==> src/rtl/injection_sequencer.sv <==
// Runs one address_generator through a bounded burst of memory-injection requests:
// it initializes the generator once, then issues one request per generator address.
//
// state | meaning
// IDLE  | waiting for start; config inputs are sampled when start arrives
// INIT  | one-cycle generator initialize pulse
// ISSUE | request_valid held until the handshake; the generator advances on the handshake
// GAP   | programmable idle cycles between consecutive requests
// DONE  | one-cycle done pulse, then back to IDLE

module injection_sequencer #(
   parameter int ADDRESS_WIDTH = 48,
   parameter int COUNT_WIDTH   = 32
) (
   input  logic                     clock,
   input  logic                     resetn,
   input  logic                     start,
   input  logic                     abort,
   input  logic [COUNT_WIDTH-1:0]   transaction_count,
   input  logic [COUNT_WIDTH-1:0]   gap_cycles,
   output logic                     generator_initialize,
   output logic                     generator_enable,
   input  logic [ADDRESS_WIDTH-1:0] generator_address,
   output logic                     request_valid,
   input  logic                     request_ready,
   output logic [ADDRESS_WIDTH-1:0] request_address,
   output logic                     busy,
   output logic                     done,
   output logic [COUNT_WIDTH-1:0]   issued_count
);

   typedef enum logic [2:0] {
      IDLE  = 3'd0,
      INIT  = 3'd1,
      ISSUE = 3'd2,
      GAP   = 3'd3,
      DONE  = 3'd4
   } state_t;

   localparam logic [COUNT_WIDTH-1:0] CNT_ZERO = '0;
   localparam logic [COUNT_WIDTH-1:0] CNT_ONE  = {{(COUNT_WIDTH-1){1'b0}}, 1'b1};

   state_t                   state_q, state_d;
   logic [COUNT_WIDTH-1:0]   count_lat_q, count_lat_d;
   logic [COUNT_WIDTH-1:0]   gap_lat_q, gap_lat_d;
   logic [COUNT_WIDTH-1:0]   issued_q, issued_d;
   logic [COUNT_WIDTH-1:0]   gap_cnt_q, gap_cnt_d;
   logic                     abort_pend_q, abort_pend_d;
   logic                     abort_eff;

   always_ff @(posedge clock or negedge resetn) begin
      if (!resetn) begin
         state_q      <= IDLE;
         count_lat_q  <= '0;
         gap_lat_q    <= '0;
         issued_q     <= '0;
         gap_cnt_q    <= '0;
         abort_pend_q <= 1'b0;
      end else begin
         state_q      <= state_d;
         count_lat_q  <= count_lat_d;
         gap_lat_q    <= gap_lat_d;
         issued_q     <= issued_d;
         gap_cnt_q    <= gap_cnt_d;
         abort_pend_q <= abort_pend_d;
      end
   end

   // An abort arriving this cycle is treated as already pending, so it acts at this exit point.
   assign abort_eff = abort_pend_q | abort;

   always_comb begin
      state_d              = state_q;
      count_lat_d          = count_lat_q;
      gap_lat_d            = gap_lat_q;
      issued_d             = issued_q;
      gap_cnt_d            = gap_cnt_q;
      abort_pend_d         = abort_pend_q;
      generator_initialize = 1'b0;
      generator_enable     = 1'b0;
      request_valid        = 1'b0;
      done                 = 1'b0;

      case (state_q)
         IDLE: begin
            if (start) begin
               count_lat_d  = transaction_count;
               gap_lat_d    = gap_cycles;
               issued_d     = '0;
               abort_pend_d = 1'b0;
               state_d      = (transaction_count == CNT_ZERO) ? DONE : INIT;
            end
         end

         INIT: begin
            generator_initialize = 1'b1;
            abort_pend_d         = abort_eff;
            state_d              = abort_eff ? DONE : ISSUE;
         end

         ISSUE: begin
            request_valid = 1'b1;
            abort_pend_d  = abort_eff;
            if (request_ready) begin
               generator_enable = 1'b1;
               issued_d         = issued_q + CNT_ONE;
               if ((issued_d == count_lat_q) || abort_eff) begin
                  state_d = DONE;
               end else if (gap_lat_q == CNT_ZERO) begin
                  state_d = ISSUE;
               end else begin
                  gap_cnt_d = gap_lat_q;
                  state_d   = GAP;
               end
            end
         end

         GAP: begin
            abort_pend_d = abort_eff;
            if (abort_eff) begin
               state_d = DONE;
            end else if (gap_cnt_q == CNT_ONE) begin
               state_d = ISSUE;
            end else begin
               gap_cnt_d = gap_cnt_q - CNT_ONE;
            end
         end

         DONE: begin
            done         = 1'b1;
            abort_pend_d = 1'b0;
            state_d      = IDLE;
         end

         default: begin
            state_d = IDLE;
         end
      endcase
   end

   // Address is gated so the port reads zero whenever no request is offered.
   assign request_address = request_valid ? generator_address : '0;
   assign busy            = (state_q != IDLE);
   assign issued_count    = issued_q;

endmodule

==> config.mk <==
export PLATFORM = sky130hd
export DESIGN_NAME = injection_sequencer
export DESIGN_NICKNAME = d
export VERILOG_FILES = /design/src/rtl/injection_sequencer.sv
export SDC_FILE = /design/constraint.sdc
export NUM_CORES = 1
export LEC_CHECK = 0
export ABC_AREA = 1
export CAP_MARGIN = 40
export CORE_ASPECT_RATIO = 0.8
export CORE_MARGIN = 1
export CORE_UTILIZATION = 51
export DETAILED_ROUTE_END_ITERATION = 10
export GPL_TIMING_DRIVEN = 0
export MAX_ROUTING_LAYER = met4
export PLACE_DENSITY = 0.82
export SKIP_LAST_GASP = 1
export SYNTH_ARGS = -nofsm -noshare
export SYNTH_HDL_FRONTEND = slang
export SYNTH_SLANG_ARGS = --single-unit
export TNS_END_PERCENT = 50
==> constraint.sdc <==
create_clock -name clock -period 3.1 [get_ports clock]
set_input_delay 0.62 -clock clock [delete_from_list [all_inputs] [get_ports clock]]
set_output_delay 0.62 -clock clock [all_outputs]
set_load 0.02 [all_outputs]
==> out/results.ini, run 1 <==
[worst_setup_path]
worst_r2r_path_depth = 13
cp.buffers_inverters = 5
cp_data_arrival_time_ps = 3290
timing.critical_path.fanout_max = 17
worstSetupPathType = in -> reg
regToRegSetupSlack_ps = 100
r2r_end = issued_count[20]
setup.worst_path.start_class = input pin
worst_path_largest_cell_delay_ps = 590
timing.critical_path.cells = clkdlybuf4s50_1, nor2_1, inv_1, nand2_1, nor2_4, inv_1, nand2_1, clkbuf_1, clkbuf_1, o22ai_1
crit_path_end_kind = flop
crit_reg_reg_startpoint = state_q[1]
cp_slowest_cell = sky130_fd_sc_hd__clkdlybuf4s50_1
required_ps = 3380
critPathTopFamily = buffers and inverters

[global_routing]
pin_count_of_the_biggest_net_entering_global_routing = 93
grt_pass1_wl_mm = 43.84
first_global_vias = 8726
grt_use_total_pct = 34.59
initial_antenna_violation_count = 0
grt-ovfl-total = 0

[final_layout]
flow.area_growth_from_synthesis_pct = 37.16
n_antenna_cell = 0
post_route_cells_drive_above_1_share_pct = 7.352
layout.cells.non_filler = 1684
final_net_count = 1576

[placed_design]
dp.cells = 1646
io_buffer_count = 201
routabilityCongestion = 1.016
place.detailed.hpwl_mm = 20.05

[clock_network]
tritoncts.num_buffers = 17
clock_latency_ps = 440
cts_max_level = 4
clock_path_buffers = 2
cts-root-buf = sky130_fd_sc_hd__clkbuf_16
clkSinkCount = 132
cts_tree = built
clkSlewWorstSetupHoldPaths_ps = 60
cts-hold-fix-buffers = 0

[synth]
netlist_area_um2 = 8367
synthesis.nets = 1349
yosysSeqAreaShare_pct = 39.48
synth-warning-count = 0
postSynthRegisterBits = 132
synthesized_netlist_cell_count = 1229
yosys-top-cells-area = sky130_fd_sc_hd__dfrtp_1 39%, sky130_fd_sc_hd__nand2_1 15%, sky130_fd_sc_hd__nor2_1 9.1%
avg_inst_size_synth_um2 = 6.808
yosysUniqueCellTypes = 36
synth.largest_area_cell = sky130_fd_sc_hd__dfrtp_1
synth.top_cell.area_share_pct = 39.48

[pwr]
power.total_mw = 8.996
worst_ir_drop_vdd_v = 0.0005434
power_density_nw_per_um2 = 783.9
leakage_nw = 5.395

[floorplan]
chipWidth_um = 145.2
die_height_um = 116.6
die-area_um2 = 16920
start_util_pct = 52.61
core_region_area_um2 = 15900
pin_count = 202
rows = 41

[detailed_routing]
vias_per_cell = 5.545
detail-route-antenna-nets = 0
remaining_drc_errors = 0
dr_total_vias = 9338
avgRoutedWirePerCell_um = 16.33
drt_pass1_iterations = 6
drt-total-wl_mm = 27.49
count_of_routing_violations_after_the_opening_detailed_route_iteration = 1091

[timing]
grt_setup_unrepaired = yes
worstMarginPinSlew_ps = 796.6
report.final.hold_viol_count = 0
max_freq_mhz = 332.7
final_max_slew_viol_count = 0
setup_viol = 0
post-route-min-period_ps = 3006
worst_hold_slack_ps = 74.27
slew-limit-headroom_pct = 46.89
finalCritPeriodShare_pct = 96.97
clock_skew_ps = 13.26

[outcome]
run_status = completed

[job]
drv.max_cap_violation_count = 0

[hold_path]
hold_crit_path_type = in -> async

==> how the worst max path moves through the flow <==
stage / from / end / slack, ps / depth (start not counted)
final: start / issued_count[20] / 90 / 10
after CTS: state_q[1] / generator_enable / -2 / 10
after global placement: resetn / gap_lat_q[3] / -3830 / 1
after detailed placement: start / generator_enable / -730 / 7
after global routing: state_q[1] / issued_count[24] / -90 / 13
after floorplan: issued_count[0] / gap_cnt_q[31] / 660 / 17
==> Yosys cell counts, drive strengths merged <==
master / instances
nor3: 10
buf: 8
clkinv: 1
a32o: 1
a31oi: 4
or2: 2
nand3b: 16
nor3b: 1
o21bai: 4
nor2: 212
clkbuf: 28
o22ai: 22
xnor2: 5
and2: 2
nand4: 18
and3: 1
nor4: 9
o31ai: 1
mux2: 32
dfrtp: 132
inv: 170
a21oi: 30
o21ai: 54
ha: 3
a22oi: 1
nand2: 336
nand3: 117
xor2: 8
o21a: 1
==> registers in the layout, summed over array words and instances, names as in the netlist <==
register,count
count_lat_q,32
issued_count,32
abort_pend_q,1
gap_lat_q,32
gap_cnt_q,32
state_q,3
==> area by class of cell <==
class	count	area [µm²]
fill	1255	4427
timing repair buffer	209	2105
clock buffer	19	442.9
clock inverter	13	230.2
multi-input combinational	890	4323
inverter	171	641.9
buffer	35	158.9
sequential	132	3306
tap	215	269.0
==> power breakdown <==
group,leakage (nW),internal (mW),switching [mW],total (mW)
Sequential,1.63,2.38,0.570,2.95
Clock,0.319,1.53,0.795,2.32
Combinational,3.45,1.48,2.24,3.72
Total,5.39,5.39,3.61,9.00
==> worst reg2reg max path: cells and delay by family, from the launching register on <==
family	cells	cell delay [ps]
compound gates	1	160
buf+inv	6	1450
simple gates	6	840
flops	1	410
==> metrics by stage <==
step	setup WS (ps)	cell area (µm²)	util (%)	setup TNS, ps
2_1_floorplan	663.4	8367	-	0
3_3_place_gp	-3834	10650	66.96	-508630
3_5_place_dp	-725.3	10680	67.14	-3921
4_1_cts	-1.555	11360	71.41	-1.555
5_1_grt	-87.30	11480	72.16	-847.6
6_report	93.92	11480	72.16	0
==> per-layer routing <==
metal / GRT usage [%] / routed length (µm) / vias up
met4: 14.67 / 801 / 0
met2: 54.78 / 12620 / 549
met3: 7.891 / 2838 / 83
met5: - / 0 / -
met1: 43.02 / 11240 / 4334
li1: - / - / 4372
==> what timing repair did <==
item,4_1_cts,5_1_grt
pin swaps,0,5
setup buffers,0,7
resized for setup,19,14
endpoints found under the setup margin,36,32
==> cell usage in the layout, fill, tap and decap left out, drive strengths merged, types with 17 or more instances in the layout <==
cell | Yosys | layout
dfrtp | 132 | 132
o22ai | 22 | 22
nand3 | 117 | 117
inv | 170 | 170
buf | 8 | 17
mux2 | 32 | 32
nor2 | 212 | 212
nand2 | 336 | 336
clkbuf | 28 | 46
nand4 | 18 | 18
clkdlybuf4s50 | 0 | 189
a21oi | 30 | 30
o21ai | 54 | 54
==> kinds of logic after synthesis <==
group | after synthesis | share of synthesized area (%)
AO/OA/AOI/OAI | 118 | 7.716
adder cells (fa/ha/maj) | 3 | 0.4487
AND/OR/NAND/NOR | 724 | 37.09
XOR/XNOR | 13 | 1.361
buffers and inverters | 207 | 9.601
multiplexers | 32 | 4.307
flip-flops | 132 | 39.48
(Power assumes the default switching activity.)
==> run 2, diff against run 1 <==
Settings changed: CORE_ASPECT_RATIO 0.8 to 1.75, CORE_UTILIZATION 51 to 46, PLACE_DENSITY 0.82 to 0.78.
Clock period 3.1 ns to 2.4 ns, I/O delays scaled along.
==> run 2 against run 1 <==
The run now ends with negative setup slack left. Highest routed layer unchanged. Total power is 32% higher. Utilization is 3.1 points lower. Critical path depth is 10 higher. Clock power is 12% higher. Clock skew hardly changed. Flip-flop and latch count stayed put. Setup slack worse by 470 ps. Sequential power is 29% higher. Sequential share of layout area is 1.5 points lower. Design area is 6.0% higher.
==> out/results.ini, run 2 (same netlist as run 1, synthesis figures left out) <==
[outcome]
run_status = finished, violations left
failed_checks = negative setup slack

[worst_setup_path]
critPathTopFamily = simple AND/OR/NAND/NOR gates
worstSetupPathType = reg -> reg
setup.worst_path.start_class = flop
required_ps = 2710  ; -670 ps
cp_slowest_cell = sky130_fd_sc_hd__dfrtp_2
worst_path_largest_cell_delay_ps = 410  ; -180 ps
cp_data_arrival_time_ps = 3080  ; -210 ps
cp.buffers_inverters = 5  ; unchanged
timing.critical_path.fanout_max = 5  ; -12
timing.critical_path.cells = ha_4, nand2_4, nor2_4, buf_4, buf_4, nand3_1, nand3b_1, nand2_1, inv_1, nand2_1, nor2_1, nand3_2, nor2_4, nand3_2, nand3_2, nand2_4, buf_12, clkbuf_16, nand3_1, nand2_1
crit_path_end_kind = flop

[pwr]
power_density_nw_per_um2 = 974.5  ; +24%
leakage_nw = 5.854  ; +8.5%
worst_ir_drop_vdd_v = 0.0005710  ; +5.1%

[final_layout]
n_antenna_cell = 0  ; unchanged
multi_input_area_um2 = 4601  ; +6.4%
final_cell_area_um2 = 12160  ; +6.0%
post_route_cells_drive_above_1_share_pct = 16.29  ; +8.9 points
final_net_count = 1614  ; +2.4%
layout.cells.non_filler = 1735  ; +3.0%
flow.area_growth_from_synthesis_pct = 45.33
commonest_non_fill_non_tap_cell_in_the_layout = sky130_fd_sc_hd__nand2_1
layout.cells.most_common_list = 310 x sky130_fd_sc_hd__nand2_1, 177 x sky130_fd_sc_hd__nor2_1, 164 x sky130_fd_sc_hd__inv_1
layout.filler_cells = 1396  ; +11%
seqCellArea_um2 = 3321  ; +0.45%

[clock_network]
clock_latency_ps = 420  ; -20 ps
tritoncts.num_buffers = 17  ; unchanged
cts-root-buf = sky130_fd_sc_hd__clkbuf_16
clkSlewWorstSetupHoldPaths_ps = 60  ; about the same
cts_tree = built
clkSinkCount = 132  ; unchanged
cts_max_level = 4  ; unchanged
clock_path_buffers = 2  ; unchanged

[global_routing]
initial_antenna_violation_count = 0  ; unchanged
grt-ovfl-total = 0  ; unchanged
grt_use_total_pct = 31.65  ; -2.9 points
grt_pass1_wl_mm = 45.43  ; +3.6%
pin_count_of_the_biggest_net_entering_global_routing = 77  ; -17%
first_global_vias = 9358  ; +7.2%

[timing]
max_freq_mhz = 360.9
worstMarginPinSlew_ps = 887.9  ; +91.26 ps
post-route-min-period_ps = 2771
worst_hold_slack_ps = 21.10  ; -53.17 ps
slew-limit-headroom_pct = 40.81  ; -6.1 points
layout_setup_ws_ps = -371.2  ; -465.1 ps
finalCritPeriodShare_pct = 115.5
grt_setup_unrepaired = yes
report.final.hold_viol_count = 0  ; unchanged
setup_viol = 37  ; +37
final_max_slew_viol_count = 0  ; unchanged
clock_skew_ps = 13.11  ; -0.1449 ps

[placed_design]
io_buffer_count = 201  ; unchanged
dp.cells = 1662  ; +0.97%
place.detailed.hpwl_mm = 20.55  ; +2.5%
routabilityCongestion = 1.007  ; -0.87%
dpl_cell_area_um2 = 10700  ; +0.21%

[floorplan]
die-area_um2 = 18750  ; +11%
rows = 64  ; +56%
chipWidth_um = 104.0  ; -28%
die_height_um = 180.4  ; +55%
start_util_pct = 47.49  ; -5.1 points
pin_count = 202  ; unchanged
core_region_area_um2 = 17620  ; +11%

[detailed_routing]
drt-total-wl_mm = 29.50  ; +7.3%
remaining_drc_errors = 0  ; unchanged
avgRoutedWirePerCell_um = 17.00  ; +4.1%
vias_per_cell = 5.436  ; -2.0%
detail-route-antenna-nets = 0  ; unchanged
count_of_routing_violations_after_the_opening_detailed_route_iteration = 645  ; -41%
drt_pass1_iterations = 8  ; +2
dr_total_vias = 9432  ; +1.0%

[hold_path]
hold_crit_path_type = in -> async

[job]
drv.max_cap_violation_count = 0  ; unchanged

run 2: per-layer routing:
metal	track usage (%)	part of all wire, %
met3	4.738	6.4
met1	32.65	35
met5	-	0
met4	23.83	7.2
met2	54.00	51
run 2: layout make-up:
class	count	area share, %
buffer	36	1.873
tap	231	2.377
clock buffer	19	3.643
sequential	132	27.31
multi-input combinational	890	37.84
clock inverter	10	1.111
timing repair buffer	246	20.54
inverter	171	5.310
run 2: worst paths after layout:
path	cells past startpoint	to	startpoint	slack, ps
min in group clock	1	abort_pend_q	abort_pend_q	500
setup / recovery	20	gap_cnt_q[26]	issued_count[1]	-370
max in group asynchronous	2	count_lat_q[2]	resetn	1590
setup reg to reg	20	gap_cnt_q[26]	issued_count[1]	-370
hold / removal	1	issued_count[6]	resetn	20
hold reg to reg	1	abort_pend_q	abort_pend_q	500
run 2: through the flow:
stage / TNS, ps / power (mW) / setup slack (ps) / util, %
after floorplan: 0 / 6.799 / 10.77 / -
after global placement: -649770 / 8.327 / -5005 / 60.57
after detailed placement: -57930 / 8.457 / -1127 / 60.73
after CTS: -11280 / 11.48 / -270.9 / 67.37
after global routing: -16500 / 12.53 / -469.5 / 69.02
final: -11570 / 11.85 / -371.2 / 69.02
run 2: timing repair:
action | in CTS | in global routing
gates cloned | 3 | 1
setup endpoints to repair | 127 | 133
setup buffers | 24 | 16
resized for setup | 165 | 78
pin swaps | 30 | 36
hold buffers | 0 | 0
hold endpoints to repair | 0 | 0
run 2: power breakdown:
part / switching (mW) / leakage [nW] / total (mW) / internal (mW)
registers: 0.728 / 1.61 / 3.81 / 3.08
logic: 3.16 / 3.96 / 5.43 / 2.27
clock network: 0.973 / 0.284 / 2.61 / 1.64
